### src/rtl/uart_rx_oversampled.sv
`default_nettype none
// ============================================================================
//  Module      : uart_rx_oversampled
//  Description : 8N1 UART receiver. Synchronises the raw RX line, samples it
//                at OVERSAMPLE ticks per bit, recovers frames and presents
//                each good byte with a valid pulse and a held data-available
//                flag. Framing errors pulse; overrun is sticky until rd_ack.
//  Revision    : 1.0  initial release
// ============================================================================
module uart_rx_oversampled #(
   parameter int CLK_FREQ   = 100000000,
   parameter int BAUD       = 9600,
   parameter int OVERSAMPLE = 16
) (
   input  logic       clk,
   input  logic       reset,
   input  logic       rx_pin,
   input  logic       rd_ack,
   output logic [7:0] rx_data,
   output logic       rx_valid,
   output logic       rx_data_available,
   output logic       rx_busy,
   output logic       framing_error,
   output logic       overrun
);

   // Clocks per sample tick (integer truncation is intentional)
   localparam int c_DIV    = CLK_FREQ / (BAUD * OVERSAMPLE);
   localparam int c_TICK_W = (c_DIV > 1) ? $clog2(c_DIV) : 1;
   localparam int c_SC_W   = (OVERSAMPLE > 1) ? $clog2(OVERSAMPLE) : 1;
   // Sample-count values for mid start bit and for a full bit period
   localparam logic [c_SC_W-1:0]   c_SC_MID  = c_SC_W'(OVERSAMPLE / 2 - 1);
   localparam logic [c_SC_W-1:0]   c_SC_LAST = c_SC_W'(OVERSAMPLE - 1);
   localparam logic [c_TICK_W-1:0] c_TICK_LAST = c_TICK_W'(c_DIV - 1);

   typedef enum logic [2:0] {
      IDLE      = 3'd0,
      START     = 3'd1,
      DATA      = 3'd2,
      STOP      = 3'd3,
      WAIT_IDLE = 3'd4
   } stateT;

   logic                r_syncA;
   logic                r_syncB;
   logic                r_rxPrev;
   logic                w_rxS;
   logic                w_fallEdge;
   logic                w_startDet;
   logic                w_tick;
   logic [c_TICK_W-1:0] r_tickCnt;
   stateT               r_state;
   logic [c_SC_W-1:0]   r_sampleCnt;
   logic [2:0]          r_bitIdx;
   logic [7:0]          r_shiftReg;
   logic [7:0]          r_rxData;
   logic                r_rxValid;
   logic                r_dataAvail;
   logic                r_busy;
   logic                r_frameErr;
   logic                r_overrun;

   // Two-flop synchroniser plus edge-detect flop; all reset to idle-high
   always_ff @(posedge clk or posedge reset) begin
      if (reset) begin
         r_syncA  <= 1'b1;
         r_syncB  <= 1'b1;
         r_rxPrev <= 1'b1;
      end else begin
         r_syncA  <= rx_pin;
         r_syncB  <= r_syncA;
         r_rxPrev <= r_syncB;
      end
   end

   assign w_rxS      = r_syncB;
   assign w_fallEdge = r_rxPrev & ~w_rxS;
   assign w_startDet = (r_state == IDLE) && w_fallEdge;
   // A start edge restarts the tick phase, so no tick may fire on that cycle
   assign w_tick     = (r_tickCnt == c_TICK_LAST) && !w_startDet;

   // Free-running sample-tick divider, re-phased on every accepted start edge
   always_ff @(posedge clk or posedge reset) begin
      if (reset) begin
         r_tickCnt <= '0;
      end else if (w_startDet || (r_tickCnt == c_TICK_LAST)) begin
         r_tickCnt <= '0;
      end else begin
         r_tickCnt <= r_tickCnt + c_TICK_W'(1);
      end
   end

   // Frame recovery FSM with registered byte, pulses and status flags
   always_ff @(posedge clk or posedge reset) begin
      if (reset) begin
         r_state     <= IDLE;
         r_sampleCnt <= '0;
         r_bitIdx    <= 3'd0;
         r_shiftReg  <= 8'h00;
         r_rxData    <= 8'h00;
         r_rxValid   <= 1'b0;
         r_dataAvail <= 1'b0;
         r_busy      <= 1'b0;
         r_frameErr  <= 1'b0;
         r_overrun   <= 1'b0;
      end else begin
         r_rxValid  <= 1'b0;
         r_frameErr <= 1'b0;

         // Consumer acknowledge; a late good byte below overrides the clear
         if (rd_ack && r_dataAvail) begin
            r_dataAvail <= 1'b0;
            r_overrun   <= 1'b0;
         end

         case (r_state)
            IDLE: begin
               if (w_fallEdge) begin
                  r_sampleCnt <= '0;
                  r_state     <= START;
                  r_busy      <= 1'b1;
               end
            end

            START: begin
               if (w_tick) begin
                  if (r_sampleCnt == c_SC_MID) begin
                     if (!w_rxS) begin
                        r_sampleCnt <= '0;
                        r_bitIdx    <= 3'd0;
                        r_state     <= DATA;
                     end else begin
                        // Line back high at mid start bit: glitch, no flag
                        r_state <= IDLE;
                        r_busy  <= 1'b0;
                     end
                  end else begin
                     r_sampleCnt <= r_sampleCnt + c_SC_W'(1);
                  end
               end
            end

            DATA: begin
               if (w_tick) begin
                  if (r_sampleCnt == c_SC_LAST) begin
                     r_shiftReg  <= {w_rxS, r_shiftReg[7:1]};
                     r_sampleCnt <= '0;
                     if (r_bitIdx == 3'd7) begin
                        r_state <= STOP;
                     end else begin
                        r_bitIdx <= r_bitIdx + 3'd1;
                     end
                  end else begin
                     r_sampleCnt <= r_sampleCnt + c_SC_W'(1);
                  end
               end
            end

            STOP: begin
               if (w_tick) begin
                  if (r_sampleCnt == c_SC_LAST) begin
                     if (w_rxS) begin
                        r_rxData    <= r_shiftReg;
                        r_rxValid   <= 1'b1;
                        r_dataAvail <= 1'b1;
                        if (r_dataAvail && !rd_ack) begin
                           r_overrun <= 1'b1;
                        end
                        r_state <= IDLE;
                        r_busy  <= 1'b0;
                     end else begin
                        r_frameErr <= 1'b1;
                        r_state    <= WAIT_IDLE;
                     end
                  end else begin
                     r_sampleCnt <= r_sampleCnt + c_SC_W'(1);
                  end
               end
            end

            WAIT_IDLE: begin
               // Break or stuck-low line: hold off new starts until it rises
               if (w_rxS) begin
                  r_state <= IDLE;
                  r_busy  <= 1'b0;
               end
            end

            default: begin
               r_state <= IDLE;
               r_busy  <= 1'b0;
            end
         endcase
      end
   end

   assign rx_data           = r_rxData;
   assign rx_valid          = r_rxValid;
   assign rx_data_available = r_dataAvail;
   assign rx_busy           = r_busy;
   assign framing_error     = r_frameErr;
   assign overrun           = r_overrun;

endmodule
`default_nettype wire

### config.mk
export PLATFORM = sky130hd
export DESIGN_NAME = uart_rx_oversampled
export DESIGN_NICKNAME = d
export VERILOG_FILES = /design/src/rtl/uart_rx_oversampled.sv
export SDC_FILE = /design/constraint.sdc
export NUM_CORES = 1
export LEC_CHECK = 0
export BUFFER_PORTS_ARGS = -buffer_cell sky130_fd_sc_hd__buf_2
export CORE_MARGIN = 3
export CORE_UTILIZATION = 35
export DETAILED_ROUTE_END_ITERATION = 10
export GPL_ROUTABILITY_DRIVEN = 1
export PLACE_DENSITY = 0.56
export SYNTH_ARGS = -nofsm -noshare
export SYNTH_HDL_FRONTEND = slang
export SYNTH_SLANG_ARGS = --single-unit
### constraint.sdc
create_clock -name clk -period 3.75 [get_ports clk]
set_clock_uncertainty 0.2 [all_clocks]
set_input_delay 0.1875 -clock clk [delete_from_list [all_inputs] [get_ports clk]]
set_output_delay 0.1875 -clock clk [all_outputs]
set_load 0.1 [all_outputs]
[Yosys cells after proc, flatten, opt, wreduce, memory -nomap -nowiden]
Cells that the tools add are included.
W data, S select, Z words.
Operators by class
  $add $sub $neg: 3
  $mul: 0
  div/mod/pow operators: 0
  $lt $le $gt $ge: 0
  equal/unequal tests: 21
  shifts and indexed selects: 0
  mux-type cells: 55
  bitwise logic cells: 3
  reductions and logical operators: 16
Operators by type and width (count)
  $mux W3: 16
  $mux W4: 8
  $mux W1: 25
  $ne A2 B2 Y1 const B: 12
  $pmux W4 S4: 1
  $pmux W3 S5: 1
  $reduce_and A7 Y1: 2
  $add A10 B1 Y10 const B: 1
  $eq A10 B10 Y1 const B: 1
  $mux W10: 1
  $reduce_and A9 Y1: 1
  $eq A3 B2 Y1 const B: 2
  $eq A3 B3 Y1 const B: 2
  $pmux W3 S2: 1
  $reduce_and A6 Y1: 1
  $pmux W1 S5: 1
  $add A4 B1 Y4 const B: 1
  $eq A4 B3 Y1 const B: 1
  $eq A4 B4 Y1 const B: 1
  $logic_and A1 B1 Y1: 4
  $reduce_and A4 Y1: 1
  $reduce_bool A4 Y1: 1
  $add A3 B1 Y3 const B: 1
  $eq A3 B1 Y1 const B: 1
  9 further kinds: 11
Word-level totals
  register bits: 44
  bits in latches: 0
  bits in writable memories: 0
  memory bits (read-only): 0
  bits of input ports: 4
  output and inout port bits: 13
  logic and storage cells: 112
  memories kept: 0

[Depth between registers and ports, before layout]
  depth in word-level cells: 7
  gate-level depth with buffers: 9
  depth with buffers taken out: 7

[Least setup slack after synthesis]
Ideal clock, no wire load.
  kind: register to register
  start point: register r_tickCnt[0]
  end point: register r_rxData[0] (netlist: rx_data[0])
  library setup time: 0.125 ns
  arrival: 1.736 ns
  required time: 3.425 ns
  setup slack: 1.688 ns
  cell stages (with the launch flop): 9
  buffers on the path: 2
  clock period less this slack: 2.062 ns
  path through: dfrtp_1 inv_1 ha_1 and4b_1 and3_1 buf_6 and3_1 buf_2 mux2_2
On the way
  word-level cells in the longest chain between the ends: 3
Ends and longest elaborated chain
  from (decl): line 51  | logic [c_TICK_W-1:0] r_tickCnt;
  from (signal assigned): line 89  | r_tickCnt <= r_tickCnt + c_TICK_W'(1);
  $eq A10 B10 Y1: line 80  | assign w_tick = (r_tickCnt == c_TICK_LAST) && !w_startDet;
  $logic_and A1 B1 Y1: line 80
  $reduce_and A4 Y1 (no source line)
  to (signal assigned): line 163  | r_rxData <= r_shiftReg;
  to (decl): line 56  | logic [7:0] r_rxData;
Every way passes these cells.
A chain may end at the register's enable or synchronous reset.

[Worst setup path in the final report]
Ends and elaborated chain as after synthesis.

==> flow_metrics.tcl <==
set metrics [dict create \
    outcome "finished, final reports clean" \
    reg2reg_setup_slack_ns 1.33 \
    report.final.hold_viol_count 0 \
    worstSetupStartpointType "register" \
    groute.usage.overall_pct 11.4 \
    r2r.worst_path.cells 6 \
    synth.largest_area_cell "sky130_fd_sc_hd__dfrtp_1" \
    multi_input_area_sq_um 958 \
    crit_arrival_ns 2.41 \
    vias_per_cell 5.02 \
    htree_num_levels 2 \
    largest_net_degree_at_the_start_of_global_routing 45 \
    power.switching_fraction_pct 31.4 \
    layout.nets 214 \
    cell_internal_pwr_mw 0.848 \
    worst_slew_margin_rel_pct 60.2 \
    die_h_microns 84.1 \
    synth_enable_flop_cells 0 \
    ys_ff_latch 44 \
    number_of_antenna_violations_at_the_first_check_in_global_routing 0 \
    tritoncts "done" \
    achievable-frequency_mhz 413 \
    post-route-drc-count 0 \
    post_synth_main_area_contributors "sky130_fd_sc_hd__dfrtp_1 (48%), sky130_fd_sc_hd__mux2_2 (7.4%), sky130_fd_sc_hd__dfstp_2 (3.7%)" \
    critical_path_required_ns 3.74 \
    detailedRoute.firstPassIterationCount 4 \
    worst_setup_path_class "reg2reg" \
    grt_remaining_overflow 0 \
    cts.sink_count 44 \
    port-buffer-count 16 \
    floorplan.initialDensity_pct 37.4 \
    synth_async_sr_flop_share_pct 100 \
    die-area_sq_um 7080 \
    synthDominantCellAreaShare_pct 48.0 \
    layout_commonest_cell "sky130_fd_sc_hd__dfrtp_1" \
    grt_pass1_wl_microns 6640 \
    cts_buffers 5 \
    tightest_slew_ns 0.597 \
    yosys_most_used_dff "sky130_fd_sc_hd__dfrtp_1" \
    ctsRootBufferMaster "sky130_fd_sc_hd__clkbuf_8" \
    grt_setup_unrepaired "no" \
    gp_congestion 0.816 \
    layout.cells.most_common_list "sky130_fd_sc_hd__dfrtp_1 (41), sky130_fd_sc_hd__nor2_1 (18), sky130_fd_sc_hd__buf_2 (16)" \
    clk_pin_slew_worst_setup_hold_paths_ns 0.09 \
    synthesis.area_per_instance_sq_um 11.5 \
    ir_worst_vdd_uv 219 \
    detailroute.via_count 1396 \
    antennaDiodeCount 0 \
    final-max-slew-violation-count 0 \
    pwr-share-clk_pct 30.2 \
    average_detailed_routed_wire_length_per_instance_microns 13.6 \
    worst_hold_slack_ns 0.159 \
    clock_insertion_delay_worst_skew_ns 0.29 \
    grt_pass1_vias 1374 \
    fill_cells 574 \
    route.antenna.remaining_nets 0 \
    ctsLongestPathBuffers 2 \
    ios 17 \
    report.final.setup_viol 0 \
    net-switching-power_mw 0.387 \
    dp_hpwl_microns 2620 \
    maximum_fanout_along_the_worst_path 11 \
    power_leakage_nw 1.15 \
    drt_iter0_drc 65 \
    max_cap_viol_count 0 \
    regArea_sq_um 1100 \
    drive_above_1_share_pct 23.8 \
    syn_inst 186 \
    pwr-share-comb_pct 20.3 \
    chipWidth_microns 84.1 \
    power_density_nw_per_um2 514 \
    drt-total-wl_microns 3790 \
    fin_setup_tns_ns 0 \
    row_count 27 \
    cp-end-kind "register" \
    synth_seq_area_share_pct 51.7 \
    hold_depth 0 \
    syn_area_sq_um 2140 \
    mappedNetlistNets 195 \
    share_seq_of_total_power_pct 49.5 \
    hp-class "reg2reg" \
    fp.coreArea_sq_um 5710 \
    period_minus_slack_ns 2.42 \
    distinct_cells_synth 49 \
    yosysWarningCount 0 \
    areaGrowthSynthToFinish_pct 12.4 \
    min_period_over_period_pct 64.6 \
    postCtsResizedCells 0 \
]
-- synth_stat cells, types with 3 or more instances --
| master | count |
|---|---|
| sky130_fd_sc_hd__dfrtp_1 | 41 |
| sky130_fd_sc_hd__nand3_1 | 5 |
| sky130_fd_sc_hd__nand2_1 | 9 |
| sky130_fd_sc_hd__buf_6 | 3 |
| sky130_fd_sc_hd__a21oi_1 | 8 |
| sky130_fd_sc_hd__dfstp_2 | 3 |
| sky130_fd_sc_hd__and3_1 | 9 |
| sky130_fd_sc_hd__xor2_1 | 3 |
| sky130_fd_sc_hd__nor2_1 | 18 |
| sky130_fd_sc_hd__nand2b_1 | 6 |
| sky130_fd_sc_hd__xnor2_1 | 6 |
| sky130_fd_sc_hd__mux2_2 | 14 |
| sky130_fd_sc_hd__mux2_1 | 5 |
| sky130_fd_sc_hd__nand3b_1 | 3 |
| sky130_fd_sc_hd__ha_1 | 5 |
| sky130_fd_sc_hd__inv_1 | 4 |
| sky130_fd_sc_hd__o21ai_0 | 3 |
| sky130_fd_sc_hd__and2_1 | 3 |
-- area by class of cell --
cell class	instances	share of cell area (%)
Inverter	4	0.625
Sequential cell	44	46.0
Multi-Input combinational cell	130	39.9
Tap cell	72	3.75
Clock inverter	3	1.93
Clock buffer	5	2.87
Timing Repair Buffer	20	4.90
-- per-layer routing --
| metal | share of wire, % | up-vias | GRT usage [%] | wire length (microns) |
|---|---|---|---|---|
| li1 | - | 696 | - | - |
| met1 | 50 | 686 | 15.4 | 1900 |
| met2 | 47 | 12 | 18.1 | 1780 |
| met3 | 1.9 | 2 | 2.65 | 71 |
| met4 | 0.95 | 0 | 3.95 | 36 |
| met5 | 0 | - | 0 | 0 |
-- power groups by stage --
| stage | Combinational (mW) | Clock, mW | Sequential, mW |
|---|---|---|---|
| global route | 0.284 | 0.405 | 0.625 |
| global placement | 0.251 | 0 | 0.620 |
| detailed placement | 0.252 | 0 | 0.622 |
| floorplan | 0.193 | 0 | 0.629 |
| CTS | 0.256 | 0.385 | 0.613 |
| finish | 0.251 | 0.373 | 0.612 |
-- registers in the layout, summed over array words and instances, names as in the netlist, named ones only --
name	count
r_sampleCnt	4
r_syncB	1
rx_valid	1
rx_busy	1
rx_data_available	1
r_syncA	1
r_tickCnt	10
r_state	3
rx_data	8
r_shiftReg	8
framing_error	1
r_bitIdx	3
r_rxPrev	1
-- cell families after synthesis --
kind of cell,Yosys count,share of synthesized area (%)
simple gates,68,18.0
xor+xnor,9,3.69
compound gates,28,9.78
mux,20,10.5
fa+ha+maj,5,2.93
buf+inv,12,3.45
flops,44,51.7
-- metrics by stage --
step | worst slack, ns | utilization (%) | power (mW) | cell area, sq um | instances
global route | 1.22 | 42.1 | 1.31 | 2400 | 278
floorplan | 1.69 | - | 0.822 | 2140 | 186
CTS | 1.32 | 42.1 | 1.25 | 2400 | 278
global placement | 1.40 | 39.5 | 0.871 | 2260 | 267
finish | 1.33 | 42.1 | 1.24 | 2400 | 278
detailed placement | 1.33 | 39.5 | 0.874 | 2260 | 267
-- final timing paths --
kind                               from             to
max                        r_tickCnt[0]     rx_data[0]
min                             r_syncA        r_syncB
max reg2reg                r_tickCnt[0]     rx_data[0]
min reg2reg                     r_syncA        r_syncB
max in group asynchronous         reset    r_bitIdx[2]
min in group asynchronous         reset  r_shiftReg[6]
-- worst max-delay path, cell delays in order, from the launching register on --
cell and delay, ns:
sky130_fd_sc_hd__dfrtp_1 0.43, sky130_fd_sc_hd__inv_1 0.08, sky130_fd_sc_hd__ha_1 0.13, sky130_fd_sc_hd__and4b_1 0.19
sky130_fd_sc_hd__and3_1 0.35, sky130_fd_sc_hd__and3_1 0.55, sky130_fd_sc_hd__mux2_2 0.39
-- repair_timing --
item / in CTS / in global routing
buffers inserted: 0 / 0
hold buffers: 3 / 0
hold endpoints to repair: 44 / 0
Power figures use the tool's default switching activity.
